File: src/rtl/keypad_char_loader.sv
// Scans and debounces a 4x4 active-low key matrix; each fresh single-key press becomes one
// character write (data, char_position, load). Optional auto-repeat: KEYPAD_AUTOREPEAT_EN.
module keypad_char_loader #(
   parameter logic [23:0] SCAN_DIV        = 24'd2_500,
   parameter logic [3:0]  DEBOUNCE_FRAMES = 4'd3,
   parameter logic [7:0]  REPEAT_FRAMES   = 8'd40
) (
   input  logic       clk,
   input  logic       rst_n,
   input  logic [3:0] row_in,
   input  logic       clear_pos,
   output logic [3:0] col_out,
   output logic [3:0] data,
   output logic [1:0] char_position,
   output logic       load,
   output logic       key_down,
   output logic [1:0] fsm_state_o
);
   typedef enum logic [1:0] {RELEASED = 2'd0, EMIT = 2'd1, HELD = 2'd2} state_t;

   logic [3:0]  row_meta_q, rows_s_q;
   logic [23:0] div_q;
   logic [1:0]  col_q;
   logic [15:0] frame_q;
   logic [15:0] snapshot_q, snapshot_d;
   logic [3:0]  match_cnt_q, match_cnt_d;
   logic [15:0] stable_q, stable_d;
   state_t      state_q;
   logic [1:0]  pos_q, char_pos_q;
   logic [3:0]  data_q;
   logic        load_q;
   logic        tick, frame_end, one_key;
   logic [3:0]  key_code;

   assign tick      = (div_q == SCAN_DIV - 24'd1);
   assign frame_end = tick && (col_q == 2'd3);

   // Column 3 is sampled on the very tick that closes the frame, so it bypasses frame_q.
   always_comb begin
      snapshot_d        = frame_q;
      snapshot_d[15:12] = ~rows_s_q;
      match_cnt_d       = match_cnt_q;
      stable_d          = stable_q;
      if (frame_end) begin
         if (snapshot_d == snapshot_q)
            match_cnt_d = (match_cnt_q == 4'd15) ? 4'd15 : match_cnt_q + 4'd1;
         else
            match_cnt_d = 4'd1;
         if (match_cnt_d == DEBOUNCE_FRAMES)
            stable_d = snapshot_d;
      end
   end

   assign one_key = (stable_d != 16'd0) && ((stable_d & (stable_d - 16'd1)) == 16'd0);

   // Bit index is 4*col+row; the emitted code is row*4+col.
   always_comb begin
      key_code = 4'd0;
      for (int i = 0; i < 16; i++)
         if (stable_d[i]) key_code = {i[1:0], i[3:2]};
   end

   always_ff @(posedge clk or negedge rst_n) begin
      if (!rst_n) begin
         row_meta_q  <= 4'hF;
         rows_s_q    <= 4'hF;
         div_q       <= 24'd0;
         col_q       <= 2'd0;
         frame_q     <= 16'd0;
         snapshot_q  <= 16'd0;
         match_cnt_q <= 4'd0;
         stable_q    <= 16'd0;
      end else begin
         row_meta_q <= row_in;
         rows_s_q   <= row_meta_q;
         if (tick) begin
            div_q                      <= 24'd0;
            col_q                      <= col_q + 2'd1;
            frame_q[{col_q, 2'b00} +: 4] <= ~rows_s_q;
         end else begin
            div_q <= div_q + 24'd1;
         end
         if (frame_end) snapshot_q <= snapshot_d;
         match_cnt_q <= match_cnt_d;
         stable_q    <= stable_d;
      end
   end

`ifdef KEYPAD_AUTOREPEAT_EN
   logic [7:0] rep_cnt_q;
`else
   logic unused_repeat_frames;
   assign unused_repeat_frames = ^REPEAT_FRAMES;
`endif

   // load is a one-cycle valid with no ready: data and char_position are valid while it is high.
   always_ff @(posedge clk or negedge rst_n) begin
      if (!rst_n) begin
         state_q    <= RELEASED;
         pos_q      <= 2'd0;
         char_pos_q <= 2'd0;
         data_q     <= 4'd0;
         load_q     <= 1'b0;
`ifdef KEYPAD_AUTOREPEAT_EN
         rep_cnt_q  <= 8'd0;
`endif
      end else begin
         load_q <= 1'b0;
         if (state_q == EMIT) begin
            char_pos_q <= clear_pos ? 2'd0 : char_pos_q;
            pos_q      <= clear_pos ? 2'd1 : pos_q + 2'd1;
            state_q    <= HELD;
         end else begin
            if (clear_pos) pos_q <= 2'd0;
            if (frame_end) begin
               case (state_q)
                  RELEASED: begin
`ifdef KEYPAD_AUTOREPEAT_EN
                     rep_cnt_q <= 8'd0;
`endif
                     if (one_key) begin
                        state_q    <= EMIT;
                        load_q     <= 1'b1;
                        data_q     <= key_code;
                        char_pos_q <= clear_pos ? 2'd0 : pos_q;
                     end else if (stable_d != 16'd0) begin
                        state_q <= HELD;
                     end
                  end
                  HELD: begin
                     if (stable_d == 16'd0) begin
                        state_q <= RELEASED;
                     end
`ifdef KEYPAD_AUTOREPEAT_EN
                     else if (stable_d != stable_q) begin
                        rep_cnt_q <= 8'd0;
                     end else if (one_key) begin
                        if (rep_cnt_q + 8'd1 == REPEAT_FRAMES) begin
                           state_q    <= EMIT;
                           load_q     <= 1'b1;
                           data_q     <= key_code;
                           char_pos_q <= clear_pos ? 2'd0 : pos_q;
                           rep_cnt_q  <= 8'd0;
                        end else begin
                           rep_cnt_q <= rep_cnt_q + 8'd1;
                        end
                     end
`endif
                  end
                  default: state_q <= RELEASED;
               endcase
            end
         end
      end
   end

   assign col_out       = ~(4'b0001 << col_q);
   assign data          = data_q;
   assign load          = load_q;
   assign char_position = (state_q == EMIT && clear_pos) ? 2'd0 : char_pos_q;
   assign key_down      = |stable_q;
   assign fsm_state_o   = state_q;
endmodule

File: config.mk
export PLATFORM = sky130hd
export DESIGN_NAME = keypad_char_loader
export DESIGN_NICKNAME = d
export VERILOG_FILES = /design/src/rtl/keypad_char_loader.sv
export SDC_FILE = /design/constraint.sdc
export NUM_CORES = 1
export LEC_CHECK = 0
export CORE_MARGIN = 4
export CORE_UTILIZATION = 50
export CTS_BUF_LIST = sky130_fd_sc_hd__clkbuf_8
export DETAILED_ROUTE_END_ITERATION = 8
export PLACE_DENSITY = 0.71
export SYNTH_ARGS = -nofsm -noshare
export SYNTH_HDL_FRONTEND = slang
export SYNTH_SLANG_ARGS = --single-unit
File: constraint.sdc
create_clock -name clk -period 3.25 [get_ports clk]
set_input_delay 0.65 -clock clk [delete_from_list [all_inputs] [get_ports clk]]
set_output_delay 0.65 -clock clk [all_outputs]
set_load 0.05 [all_outputs]
After elaboration in Yosys (flattened, before gate mapping)
Index checks and enable logic that the tools add are counted.
{"block": "classes", "eq_ne": 10, "n_bitwise": 4, "mux": 41, "add_sub_neg": 6, "reduce_logical": 14, "n_shift": 3}
{"cell": "$mux W4", "n": 17}
{"cell": "$logic_not A16 Y1", "n": 2}
{"cell": "$mux W16", "n": 2}
{"cell": "$mux W2", "n": 14}
{"cell": "$add A24 B1 Y24 const B", "n": 1}
{"cell": "$eq A24 B12 Y1 const B", "n": 1}
{"cell": "$mux W24", "n": 1}
{"cell": "$and A16 B16 Y16", "n": 1}
{"cell": "$bwmux W16", "n": 1}
{"cell": "$eq A16 B16 Y1", "n": 1}
{"cell": "$reduce_bool A16 Y1", "n": 1}
{"cell": "$reduce_or A16 Y1", "n": 1}
{"cell": "$shift A4 B6 Y16 const A", "n": 1}
{"cell": "$shiftx A4 B6 Y16", "n": 1}
{"cell": "$sub A16 B1 Y16 const B", "n": 1}
{"cell": "$not A4 Y4", "n": 2}
{"cell": "$reduce_and A4 Y1", "n": 2}
{"cell": "$neg A4 Y6", "n": 1}
{"cell": "$reduce_bool A2 Y1", "n": 3}
{"cell": "$add A2 B1 Y2 const B", "n": 2}
{"cell": "$add A4 B1 Y4 const B", "n": 1}
{"cell": "$eq A2 B2 Y1 const B", "n": 2}
{"cell": "$eq A4 B2 Y1 const B", "n": 1}
{"cell": "$eq A4 B4 Y1 const B", "n": 1}
{"cell": "other kinds (12)", "n": 17}
{"block": "word_totals", "out_inout_bits": 14, "regBits": 97, "inputBits": 7, "wordCells": 91}

Logic depth before layout (Yosys ltp)
Gate-level depths: netlist of the first run.
{"block": "depth", "depth_word": 22, "depth_mapped": 12, "depth_no_buf": 11}

Worst setup path before layout of the first run
OpenSTA, ideal clock, no wires.
{"block": "synth_path", "path_kind": "reg2reg", "start": "reg div_q[0]", "end": "reg char_pos_q[1]", "arrival_ns": 3.311, "path_stages_with_launch": 12, "setup_time_ns": 0.125, "period_less_slack_ns": 3.436, "path_slack_ns": -0.186, "path_buffers": 1, "path_cell_list": "dfrtp_1 ha_1 or4b_1 or4_4 or3_4 nor3_4 buf_6 mux2i_1 nand2_1 o21ai_2 nand3_4 mux2_4"}
{"block": "synth_between", "elab_chain_cells": 9, "elab_cells_between_ends": 11, "classes_between": "add/sub (1); eq/ne (1); mux (1); bitwise (1); reduce/logical (7)"}
{"element": "from (decl)", "line": "22", "rtl": "logic [23:0] div_q;"}
{"element": "from (signal assigned)", "line": "81", "rtl": "div_q <= div_q + 24'd1;"}
{"element": "$eq A24 B12 Y1 *", "line": "35", "rtl": "assign tick = (div_q == SCAN_DIV - 24'd1);"}
{"element": "$logic_and A1 B1 Y1 *", "line": "36", "rtl": "assign frame_end = tick && (col_q == 2'd3);"}
{"element": "$mux W16", "line": "44", "rtl": "if (frame_end) begin"}
{"element": "$sub A16 B1 Y16", "line": "54", "rtl": "assign one_key = (stable_d != 16'd0) && ((stable_d & (stable_d - 16'd1)) == 16'd0);"}
{"element": "$and A16 B16 Y16", "line": "54"}
{"element": "$logic_not A16 Y1", "line": "54"}
{"element": "$logic_and A1 B1 Y1", "line": "54"}
{"element": "$reduce_bool A2 Y1 (no line)"}
{"element": "$reduce_and A4 Y1 (no line) *"}
{"element": "to (signal assigned)", "line": "110", "rtl": "char_pos_q <= clear_pos ? 2'd0 : char_pos_q;"}
{"element": "to (signal assigned)", "line": "125", "rtl": "char_pos_q <= clear_pos ? 2'd0 : pos_q;"}
{"element": "to (decl)", "line": "29", "rtl": "logic [1:0] pos_q, char_pos_q;"}
Every way passes the cells marked *; elsewhere a longest branch is shown, timed or not.
A chain may end at the register's enable or synchronous reset.

Worst setup path in the final report of the first run
{"block": "layout_path", "start": "reg div_q[1]", "end": "reg char_pos_q[1]"}
The elaborated chain is that of the path after synthesis.

==> metrics.cfg, run 1 <==
[timing]
fin_crit_sh_pct = 104.2
timing.fmax_mhz = 295.3
maxSlewHeadroom_pct = 60.35
hold_viol_final = 0
tightest_slew_ns = 0.5948
rsz0062_at_grt = true
tns_ns = -0.8218
worst_slack_ns = -0.1361
setup_viol = 7
slew_viol_final = 0
layout_min_cycle_time_ns = 3.386
fin_skew_ns = 0.01470
worst_hold_slack_ns = 0.2806

[power_and_ir_drop]
vdd_drop_max_mv = 0.2223
power_mw = 2.036
powerDensity_nw_per_um2 = 366.5
power.leakage_nw = 2.691

[setup_path]
worstSetupPathType = reg -> reg
crit_required_ns = 3.49
r2r-end = char_pos_q[1]$_DFFE_PN0P_
rr_startpoint = div_q[1]$_DFF_PN0_
critPathArrivalTime_ns = 3.63
end_kind = register
critPathLaunchType = register
critPathLaunch = div_q[1]$_DFF_PN0_
reg2reg_slack_ns = -0.14
r2r_cells = 12
cp_max_fo = 6
crit_end = char_pos_q[1]$_DFFE_PN0P_

[logic_synthesis]
synth_simple_gate_area_share_pct = 20.22
synth_top_family_by_area = simple AND/OR/NAND/NOR gates
ys.warnings.count = 0
synth_seq_cells = 93
netlist_area_sq_um = 4636
syn_inst = 458
synth_async_sr_flop_share_pct = 100.0
syn_area_per_cell_sq_um = 10.12
synth_edf_count = 0
seq_area_frac_synth_pct = 50.42
syn_nets = 472
muxShareOfSynthArea_pct = 5.911
synth_xor_area_share_pct = 7.935
synth-main-ff-cell = dfrtp_1
synth_cell_types = 60
synth-compound-area-share_pct = 9.771
synth_fa_ha_area_share_pct = 2.537

[die]
initial_utilization_pct = 52.14
design.die.area_sq_um = 10880
core_sq_um = 8891
die_w_um = 104.3
io_pins = 21
die_h_um = 104.3
fp-row-count = 34

[finish]
areaGrowthSynthToFinish_pct = 19.84
nets = 531
layout_commonest_cell = dfrtp_1
drive_gt1_share_pct = 21.07
final_cell_mix = dfrtp_1, nand2_1, buf_4
antenna_cells = 0

[grt]
antenna_found_initial = 0
grt.overflow.total = 0
first_global_vias = 3481
grt.total_usage_pct = 18.76
grt_pass1_wl_mm = 16.59
grt_max_degree = 50

[clock_tree]
clk_pin_slew_ns = 0.10
cts_tree = yes
cts_max_level = 3
cts.sinks = 93
hold_buffers = 0
insertion_delay_ns = 0.36
cts_inserted_buffers = 9
ctsRootBufferMaster = clkbuf_8
cts_buffer_depth = 2

[drt]
dr.pass1.iters = 4
drc = 0
drt_wl_total_mm = 9.666
vias_per_cell = 5.500
drtIter0Drc = 192
wl_per_cell_um = 15.34
vias = 3465
ant_nets = 0

[hold_path]
min_path_type = in -> async

[status]
status = finished, violations left
violations = setup timing

[run]
drv_cap = 0

[placement]
dp_hpwl_mm = 6.922
port-buffer-count = 20
place_congestion = 0.8705

==> cell type report <==
class,count,area (sq um)
inverters,16,60.06
fillers,744,3336
well taps,108,135.1
multi-input cells,329,2231
clock inverters,6,75.07
repair buffers,68,579.3
flip-flops and latches,93,2337
clock buffers,10,137.6
==> cell usage after synthesis (2+ instances only) <==
cell type   n  share of area, %
nor3_4      2              0.70
a2111oi_0   2              0.38
a31oi_1     6              0.81
o21bai_1    2              0.32
nand2b_1    3              0.40
dfstp_2     8               4.5
nand4_1     5              0.67
or3_1       7              0.94
mux2_4      6               1.9
nand3_1    19               2.1
inv_1      16               1.3
nor2b_1     4              0.54
maj3_1      3              0.65
nor4_1     11               1.5
nand2_1    80               6.5
clkbuf_1   16               1.3
xnor2_1    22               4.2
or4_1       2              0.32
ha_1        7               1.9
dfrtp_1    85                46
o21a_1      2              0.32
mux2_2      7               1.7
o31ai_1    12               1.9
and3_1      6              0.81
a21oi_1    12               1.3
nor3_1      7              0.76
and2_1      3              0.40
o21ai_0    18               1.9
xor2_1     20               3.8
mux2i_1     8               1.7
nor2_1     28               2.3
==> what timing repair did <==
action / 4_1_cts / 5_1_grt
setup buffers: 10 / 1
pin swaps: 4 / 3
endpoints found under the setup margin: 9 / 9
resized for setup: 11 / 7
==> per-stage QoR <==
stage                     instances  util, %  setup slack, ns  area, sq um
after floorplan                 458        -          -0.1365         4677
after global placement          603    58.47         -0.07614         5199
after detailed placement        603    58.47          -0.1482         5199
after CTS                       629    62.07         -0.09788         5519
after global routing            630    62.48          -0.2610         5555
final                           630    62.48          -0.1361         5555
==> flip-flops by register name, summed over array words and instances, names as in the netlist, 4 cells and up <==
register	count
rows_s_q	4
frame_q	12
div_q	24
data	4
match_cnt_q	4
stable_q	16
row_meta_q	4
snapshot_q	16
==> per-layer routing <==
layer  vias up  track usage [%]  wire length (um)
li1       1701                -                 -
met1      1678            26.27              4704
met2        75            29.98              4501
met3        11            2.793               333
met4         0            6.173               126
met5         -                0                 0
==> power breakdown <==
part	internal, mW	switching (mW)
combinational	0.0151	0.0342
sequential	1.17	0.00250
clock	0.390	0.429
total	1.57	0.465
==> worst min-delay path by stage <==
| stage | startpoint | end | slack, ns | cells past startpoint |
|---|---|---|---|---|
| after detailed placement | row_meta_q[2]$_DFF_PN1_ | rows_s_q[2]$_DFF_PN1_ | 0.35 | 0 |
| final | rst_n | stable_q[3]$_DFF_PN0_ | 0.28 | 1 |
| after global routing | rst_n | stable_q[3]$_DFF_PN0_ | 0.33 | 1 |
| after global placement | row_meta_q[2]$_DFF_PN1_ | rows_s_q[2]$_DFF_PN1_ | 0.35 | 0 |
| after CTS | rst_n | stable_q[3]$_DFF_PN0_ | 0.30 | 1 |
| after floorplan | rst_n | char_pos_q[0]$_DFFE_PN0P_ | 0.35 | 0 |
==> critical path: stages (launching register included) <==
cell	delay (ns)
dfrtp_1	0.37
ha_2	0.18
or4b_4	0.45
or4_4	0.43
or3_4	0.36
nor3_4	0.15
buf_6	0.14
buf_6	0.12
buf_6	0.11
a31oi_2	0.10
a211oi_4	0.33
nand3_4	0.18
mux2_4	0.33
==> logic make-up (layout without fill, tap and decap cells) <==
kind of cell             count (synthesis)  in the layout
buffers and inverters                   36            100
multiplexers                            23             23
adder cells (fa/ha/maj)                 10             10
AND/OR/NAND/NOR                        188            188
flip-flops                              93             93
AO/OA/AOI/OAI                           66             66
XOR/XNOR                                42             42
Power figures use the tool's default switching activity.
==> run 2, diff against run 1 <==
--- a/config.mk
+++ b/config.mk
@@ -5,6 +5,7 @@
 export SDC_FILE = /design/constraint.sdc
 export NUM_CORES = 1
 export LEC_CHECK = 0
+export ABC_CLOCK_PERIOD_IN_PS = 3250
 export CORE_MARGIN = 4
 export CORE_UTILIZATION = 50
 export CTS_BUF_LIST = sky130_fd_sc_hd__clkbuf_8
==> results of run 2 <==
The final DEF is identical to that of run 1; final timing and power are the same.
==> run 3, diff against run 2 <==
==> constraint.sdc (replaced) <==
create_clock -name clk -period 3.25 [get_ports clk]
set_input_delay 0.65 -clock clk [delete_from_list [all_inputs] [get_ports clk]]
set_output_delay 0.65 -clock clk [all_outputs]
set_load 0.1 [all_outputs]
==> metrics.cfg, run 3 (same netlist as run 1, synthesis figures left out) <==
[finish]
largest_register = div_q
final_cell_mix = dfrtp_1, nand2_1, buf_4
areaGrowthSynthToFinish_pct = 18.68
nets = 532
drive_gt1_share_pct = 23.33
largest_register_ffs = 24
final_area_sq_um = 5502
antenna_cells = 0
top_regs = div_q: 24 flops, snapshot_q: 16 flops, stable_q: 16 flops
layout_commonest_cell = dfrtp_1

[grt]
first_global_vias = 3375
grt_pass1_wl_mm = 16.34
grt.overflow.total = 0
grt.total_usage_pct = 18.25
grt_max_degree = 53
antenna_found_initial = 0

[power_and_ir_drop]
clkPwrFrac_pct = 39.9
power_mw = 2.025
power.leakage_nw = 2.710
vdd_drop_max_mv = 0.2009
powerDensity_nw_per_um2 = 368.0
p_int_mw = 1.549
swShare_pct = 23.46
p_sw_mw = 0.4750
p_seq_share_pct = 57.7
power_frac_comb_pct = 2.4

[timing]
layout_min_cycle_time_ns = 3.334
rsz0062_at_grt = true
worst_hold_slack_ns = 0.3060
hold_viol_final = 0
tns_ns = -0.4936
timing.fmax_mhz = 299.9
maxSlewHeadroom_pct = 56.52
fin_skew_ns = 0.006767
worst_slack_ns = -0.08417
setup_viol = 7
fin_crit_sh_pct = 102.6
slew_viol_final = 0
tightest_slew_ns = 0.6523

[drt]
top_layer = met4
drc = 0
drt_wl_total_mm = 9.739
wl_met1_mm = 4.724
drtIter0Drc = 189
ant_nets = 0
dr.pass1.iters = 4
wl_met2_mm = 4.662
vias_per_cell = 5.531
wl_per_cell_um = 15.43
wl_met3_um = 288
vias = 3490

[die]
die_w_um = 104.3
fp-row-count = 34
design.die.area_sq_um = 10880
io_pins = 21
core_sq_um = 8891
initial_utilization_pct = 52.14
die_h_um = 104.3

[clock_tree]
insertion_delay_ns = 0.35
clk_pin_slew_ns = 0.10
cts_max_level = 3
cts_tree = yes
cts_inserted_buffers = 9
cts.sinks = 93
ctsRootBufferMaster = clkbuf_8
cts_buffer_depth = 2

[setup_path]
reg2reg_slack_ns = -0.08
critPathArrivalTime_ns = 3.58
cp_cell_sequence = ha_2 > or4b_1 > or4_4 > or3_4 > nor3_4 > buf_6 > buf_6 > mux2i_4 > o211ai_1 > o21ai_4 > nand3_4 > mux2_4
slowest_delay_ns = 0.44
worstSetupPathType = reg -> reg
path_common_cell = buf_6
crit_slowest_cell = or4_4
critPathLaunchType = register
end_kind = register
cp_max_fo = 6
crit_required_ns = 3.50

[placement]
dp_hpwl_mm = 6.919
port-buffer-count = 20
place_congestion = 0.8718
dpl-instance-area_sq_um = 5179

[run]
drv_cap = 0

[status]
status = finished, violations left
violations = setup timing

[hold_path]
min_path_type = in -> async

## run 3: cell type report
type	instances	area, sq um
tap	108	135.1
inverter	16	60.06
clock buffer	9	123.9
timing repair buffer	69	546.8
sequential	93	2337
clock inverter	7	80.08
multi-input combinational	329	2218
fill	739	3390
## run 3: repair_timing
item	4_1_cts	5_1_grt
setup buffers	3	6
pin swaps	3	2
hold buffers	0	0
resized for setup	4	7
endpoints found under the setup margin	7	8
gates cloned	0	1
## run 3: through the flow
stage,worst slack [ns],instances,util (%)
3_3_place_gp,-0.08156,605,58.25
3_5_place_dp,-0.1184,605,58.25
5_1_grt,-0.2314,631,61.88
2_1_floorplan,-0.1377,458,-
4_1_cts,-0.04172,624,61.00
6_report,-0.08417,631,61.88
## run 3: power by group through the flow
stage,combinational [mW],clock [mW],sequential [mW]
after floorplan,0.0117,0,1.19
after global placement,0.0509,0,1.19
after detailed placement,0.0513,0,1.19
after CTS,0.0515,0.827,1.17
after global routing,0.0564,0.887,1.17
final,0.0492,0.807,1.17
## run 3: worst max-delay path, delay by kind of cell, from the launching register on
family                   cells  cell delay [ns]
AO/OA/AOI/OAI                2             0.29
adder cells (fa/ha/maj)      1             0.19
buffers and inverters        2             0.26
flip-flops                   1             0.38
multiplexers                 2             0.58
AND/OR/NAND/NOR              5             1.53
## run 3: path summary, 6_finish.rpt
check	startpoint	to	cells after the start
setup / recovery	div_q[0]$_DFF_PN0_	data[0]$_DFFE_PN0P_	12
hold / removal	rst_n	stable_q[5]$_DFF_PN0_	1
setup reg to reg	div_q[0]$_DFF_PN0_	data[0]$_DFFE_PN0P_	12
hold reg to reg	row_meta_q[1]$_DFF_PN1_	rows_s_q[1]$_DFF_PN1_	0
max in group asynchronous	rst_n	data[2]$_DFFE_PN0P_	2
min in group clk	row_meta_q[1]$_DFF_PN1_	rows_s_q[1]$_DFF_PN1_	0
## run 3: metal layers
metal / vias to the layer above / global-route usage (%)
li1: 1703 / -
met1: 1732 / 25.69
met2: 50 / 29.06
met3: 5 / 3.414
met4: 0 / 4.843
met5: - / 0
==> RTL change 1 (settings of run 2) <==
Reset style: synchronous (`rst_n`), changed in 2 clocked blocks.
--- a/src/rtl/keypad_char_loader.sv
+++ b/src/rtl/keypad_char_loader.sv
@@ -62,3 +62,3 @@
 
-   always_ff @(posedge clk or negedge rst_n) begin
+   always_ff @(posedge clk) begin
       if (!rst_n) begin
@@ -96,3 +96,3 @@
    // load is a one-cycle valid with no ready: data and char_position are valid while it is high.
-   always_ff @(posedge clk or negedge rst_n) begin
+   always_ff @(posedge clk) begin
       if (!rst_n) begin
Check against the original RTL: no difference found for any inputs over 10 cycles, from zero or initial values and one cycle with rst_n low; that may be too few to reach the edited logic, so the function may still have changed.
==> RTL change 1 against run 2 <==
  * Setup slack improved by 490 ps
  * Sequential cell count unchanged
  * Combinational power increased by 34%
  * Synthesized area about the same
  * Non-clock buffer count decreased by 32
  * Clock skew decreased by 1.1 ps
  * Cell area decreased by 6.6%
  * Wire length increased by 9.3%
  * Global-route usage increased by 1.2 points
  * Power increased by 0.59%
==> RTL change 1: results (changes against run 2) <==
The flow ran to the end, and the final reports show no timing, DRC or antenna violations. The setup slack on the worst flop-to-flop path is 400 ps (was -140 ps). The initial antenna violation count came out at 0 (unchanged).

Cells taking the most area after synthesis: sky130_fd_sc_hd__dfxtp_1 40%, sky130_fd_sc_hd__nand2_1 7.1%, sky130_fd_sc_hd__xor2_1 4.7% (was sky130_fd_sc_hd__dfrtp_1 46%, sky130_fd_sc_hd__nand2_1 6.5%, sky130_fd_sc_hd__dfstp_2 4.5%). The met1 track demand over resource in global routing came out at 25.01% (was 26.27%). The logs give 592 (was 531) for the number of nets at the end of the flow and 377 (was 192) for the number of DRC violations after detailed-routing iteration 0. The number of global-route vias before repair is 3,715 (was 3,481), and the proportion of register bits with asynchronous set or reset after synthesis is 0% (was 100.0%). Most common library cells after synthesis: 93 x sky130_fd_sc_hd__dfxtp_1, 88 x sky130_fd_sc_hd__nand2_1, 39 x sky130_fd_sc_hd__nor2_1, 32 x sky130_fd_sc_hd__clkbuf_1, 27 x sky130_fd_sc_hd__a21oi_1 (was 85 x sky130_fd_sc_hd__dfrtp_1, 80 x sky130_fd_sc_hd__nand2_1, 28 x sky130_fd_sc_hd__nor2_1, 22 x sky130_fd_sc_hd__xnor2_1, 20 x sky130_fd_sc_hd__xor2_1).

For the count of different cell masters after synthesis, the log shows 58 (was 60). The global-route wire length before repair is 17.94 mm (was 16.59 mm), and the leakage power is 0.002019 uW (was 0.002691 uW). The type of the worst min-delay path was flop to flop (was primary input to async pin). The met3 global-route usage is 5.835% (was 2.793%), and the arrival time of the worst setup path is 2250 ps (was 3630 ps). Met2 track demand over resource in global routing: 32.93% (was 29.98%). The tools report the terminus of the critical flop-to-flop path as data[1]$_SDFFE_PN0P_ (was char_pos_q[1]$_DFFE_PN0P_). The detailed-routing iteration count for the pre-antenna-repair pass is 5 (was 4). The tools report the HPWL after detailed placement as 7.462 mm (was 6.922 mm). Library cell with the largest summed area after synthesis: sky130_fd_sc_hd__dfxtp_1 (was sky130_fd_sc_hd__dfrtp_1).

The post-detailed-routing wire length is 10.57 mm (was 9.666 mm), and the critical-path maximum fanout is 5 (was 6). The filler cell count in the final layout is 799 (was 744), and the worst setup skew after layout is 13.60 ps (was 14.70 ps). Slew at the pin with the worst max-slew slack: 600.5 ps (was 594.8 ps). The run gives 0.8709 (was 0.8705) as the routability-driven placement congestion ratio. The tools report the startpoint of the worst register-to-register path as div_q[0]$_SDFF_PP0_ (was div_q[1]$_DFF_PN0_). The fraction of final layout cells sized beyond drive strength 1 is 7.033% (was 21.07%). The via count is 3,975 (was 3,465). Logic depth of the worst register-to-register path: 8 (was 12).
==> RTL change 1: changes by cell type in the layout (fill, tap and decap cells not counted), sizes merged, moves of 9 or more <==
cell,change
a21oi,+14
nor2b,+12
o31ai,-9
mux2,-14
buf,-32
a21boi,+28
nor2,+11
dfxtp,+93
nor3,+9
xnor2,-10
dfrtp,-85
==> RTL change 1: cells by family (layout without fill, tap and decap cells) <==
kind of cell	Yosys count	after routing	share of synthesized area [%]
AO/OA/AOI/OAI	107	107	15.34
XOR/XNOR	37	37	6.994
adder cells (fa/ha/maj)	9	9	2.322
buffers and inverters	48	66	4.078
flip-flops	93	93	40.18
multiplexers	10	10	2.241
AND/OR/NAND/NOR	261	261	28.84
==> RTL change 1: power by group <==
part / switching [uW] / leakage (uW) / internal [uW]
Clock: 399 / 0.000114 / 430
Combinational: 35.2 / 0.00115 / 31.1
Sequential: 6.22 / 0.000751 / 1150
Total: 441 / 0.00202 / 1610
==> RTL change 1: final cells by class <==
class                           count  area share (%)
Inverter                           14           1.013
Multi-Input combinational cell    424           49.98
Sequential cell                    93           35.89
Clock buffer                        9           2.388
Clock inverter                      7           1.761
Tap cell                          108           2.605
Timing Repair Buffer               36           6.368
==> RTL change 1: timing repair <==
| item | 4_1_cts | 5_1_grt |
|---|---|---|
| setup endpoints to repair | 0 | 5 |
| buffers inserted | 0 | 0 |
| resized for setup | 0 | 2 |
==> RTL change 1: critical path, stage by stage <==
cell and delay [ps]:
sky130_fd_sc_hd__clkdlybuf4s50_1 460, sky130_fd_sc_hd__a21boi_0 280, sky130_fd_sc_hd__clkdlybuf4s50_1 860
==> RTL change 1: worst max path at each step <==
stage,startpoint,endpoint,slack [ps],cells past startpoint
4_1_cts,stable_q[3]$_SDFF_PN0_,key_down,90,4
2_1_floorplan,fsm_state_o[1]$_SDFFE_PN0P_,char_position[0],480,2
3_5_place_dp,div_q[0]$_SDFF_PP0_,char_pos_q[1]$_SDFFE_PN0P_,330,8
3_3_place_gp,clear_pos,char_position[0],420,3
5_1_grt,div_q[0]$_SDFF_PP0_,data[1]$_SDFFE_PN0P_,120,8
6_report,clear_pos,char_position[1],350,3
==> RTL change 1: metrics by stage <==
| stage | setup WS (ps) | power (uW) | instances | hold WS (ps) |
|---|---|---|---|---|
| CTS | 93.02 | 2072 | 691 | 420.6 |
| global placement | 417.2 | 1244 | 675 | 389.8 |
| global route | 120.1 | 2132 | 691 | 436.0 |
| finish | 350.4 | 2048 | 691 | 416.4 |
| floorplan | 479.4 | 1221 | 565 | 386.3 |
| detailed placement | 334.7 | 1246 | 675 | 395.1 |
==> RTL change 1: metal layers <==
metal	share of wire [%]	wire length [um]	vias to the layer above
met5	0	0	-
met4	1.8	186	0
met3	5.3	562	17
met2	48	5041	100
met1	45	4774	1877
li1	-	-	1981
==> RTL change 2 (config.mk and constraints of run 2) <==
Made on the original files. Add a define of `KEYPAD_AUTOREPEAT_EN`.
--- a/src/rtl/keypad_char_loader.sv
+++ b/src/rtl/keypad_char_loader.sv
@@ -2,2 +2,4 @@
 // character write (data, char_position, load). Optional auto-repeat: KEYPAD_AUTOREPEAT_EN.
+`define KEYPAD_AUTOREPEAT_EN
+
 module keypad_char_loader #(
Function: same outputs for any inputs over 10 cycles, from zero or initial values and one cycle with rst_n low; that may be too few to reach the edited logic, so the function may still have changed.
==> RTL change 2 against run 2 <==
  * The run still ends with setup timing left
  * Largest cell class is now multi-input gates
  * Largest power group unchanged
  * Wire length is 31% higher
  * Cell area increased by 17%
  * Power up 9.0%
  * Sequential share of layout area shrank 3.1 points
  * Non-clock buffer count is 22 higher
  * Synthesized area grew 18%
  * Sequential cell count up 8
  * Hold slack gained 3.1 ps
  * Highest routed layer unchanged
  * First-iteration DRC count up 76%
  * Setup slack gained 130 ps
==> RTL change 2: results (changes against run 2) <==
The number of vias per cell works out to 5.639 (was 5.500). The setup-violating endpoint count in the final report was 1 (was 7); the count of buffers added by post-CTS timing repair for setup was 6 (was 10). Most common library cells after synthesis: 99 x sky130_fd_sc_hd__nand2_1, 93 x sky130_fd_sc_hd__dfrtp_1, 36 x sky130_fd_sc_hd__xnor2_1, 31 x sky130_fd_sc_hd__nand3_1, 30 x sky130_fd_sc_hd__nor2_1 (was 85 x sky130_fd_sc_hd__dfrtp_1, 80 x sky130_fd_sc_hd__nand2_1, 28 x sky130_fd_sc_hd__nor2_1, 22 x sky130_fd_sc_hd__xnor2_1, 20 x sky130_fd_sc_hd__xor2_1). The number of global-route vias before repair came out at 4,449 (was 3,481).

The detailed-routing iteration count for the pre-antenna-repair pass is 5 (was 4), and the fraction of final layout cells sized beyond drive strength 1 is 18.31% (was 21.07%). The post-place setup slack is -135.5 ps (was -148.2 ps), and the pin count of the biggest net entering global routing is 53 (was 50). The tools report the combined global-route utilization of all metal layers as 21.30% (was 18.76%). Failing checks: setup timing (unchanged).

The tools report the routability-driven placement congestion ratio as 1.004 (was 0.8705). The tools report the cell count after synthesis as 588 (was 458). The run finished, with violations left. For the via count, the log shows 4,494 (was 3,465). The tools report the post-detailed-routing wire length as 12.63 mm (was 9.666 mm). Number of nets at the end of the flow: 671 (was 531).

The switching share of power is 22.34% (was 22.86%), and the setup slack after layout is -8.818 ps (was -136.1 ps). The register bit count reported by yosys is 101 (was 93). For the HPWL after detailed placement, the log shows 9.052 mm (was 6.922 mm). The sequential element share of the synthesized area came out at 46.34% (was 50.42%). The leakage power was 0.003129 uW (was 0.002691 uW). The run gives 12.79 ps (was 14.70 ps) as the worst setup skew after layout. The count of instances resized after the clock tree is built came out at 2 (was 11). The number of DRC violations after detailed-routing iteration 0 came out at 338 (was 192).
## RTL change 2: power by group through the flow
stage | clock [uW] | combinational, uW | sequential (uW)
global placement | 0 | 58.3 | 1290
detailed placement | 0 | 58.6 | 1290
floorplan | 0 | 16.4 | 1290
finish | 895 | 57.7 | 1270
CTS | 926 | 59.0 | 1270
global route | 976 | 65.8 | 1270
## RTL change 2: cells by family (layout without fill, tap and decap cells)
family / Yosys count / in the layout / synth area share, %
compound gates: 92 / 92 / 11.06
xor+xnor: 58 / 58 / 9.278
fa+ha+maj: 11 / 11 / 2.400
buf+inv: 57 / 130 / 4.548
flops: 101 / 101 / 46.34
mux: 18 / 18 / 3.679
simple gates: 251 / 251 / 22.69
## RTL change 2: final cells by class
class,count,area (um^2)
clock inverters,7,100.1
multi-input cells,430,2754
well taps,136,170.2
flip-flops and latches,101,2537
inverters,24,90.09
repair buffers,90,737.0
clock buffers,9,123.9
fillers,864,3996
## RTL change 2: layer usage
metal  up-vias  global-route usage (%)  wire length, um
li1       2189                       -                -
met1      2183                   30.09             5770
met4         0                   7.131              199
met5         -                       0                0
met3        19                   4.906              589
met2       103                   32.39             6073
## RTL change 2: critical path, stage by stage, from the launching register on
cell	delay (ps)
sky130_fd_sc_hd__dfrtp_1	390
sky130_fd_sc_hd__or4_4	550
sky130_fd_sc_hd__or4_4	450
sky130_fd_sc_hd__or4_1	410
sky130_fd_sc_hd__a21boi_1	150
sky130_fd_sc_hd__mux2i_1	120
sky130_fd_sc_hd__nor2_2	130
sky130_fd_sc_hd__nand3_2	90
sky130_fd_sc_hd__or4b_4	540
sky130_fd_sc_hd__mux2_4	320
## RTL change 2: worst paths after layout
| kind | depth (start not counted) | slack (ps) | startpoint | end |
|---|---|---|---|---|
| min | 1 | 280 | rst_n | stable_q[1]$_DFF_PN0_ |
| max reg2reg | 9 | -9 | stable_q[0]$_DFF_PN0_ | data[0]$_DFFE_PN0P_ |
| max | 9 | -9 | stable_q[0]$_DFF_PN0_ | data[0]$_DFFE_PN0P_ |
| min in group clk | 0 | 360 | row_meta_q[2]$_DFF_PN1_ | rows_s_q[2]$_DFF_PN1_ |
| min reg2reg | 0 | 360 | row_meta_q[2]$_DFF_PN1_ | rows_s_q[2]$_DFF_PN1_ |
| max in group asynchronous | 2 | 2270 | rst_n | div_q[23]$_DFF_PN0_ |
## RTL change 2: metrics by stage
step / setup TNS [ps] / total power, uW / cell area [um^2]
after floorplan: -29.62 / 1307 / 5487
after global placement: -94.42 / 1350 / 6193
after detailed placement: -480.0 / 1350 / 6193
after CTS: -3.475 / 2253 / 6472
after global routing: -630.4 / 2310 / 6513
final: -8.818 / 2220 / 6513
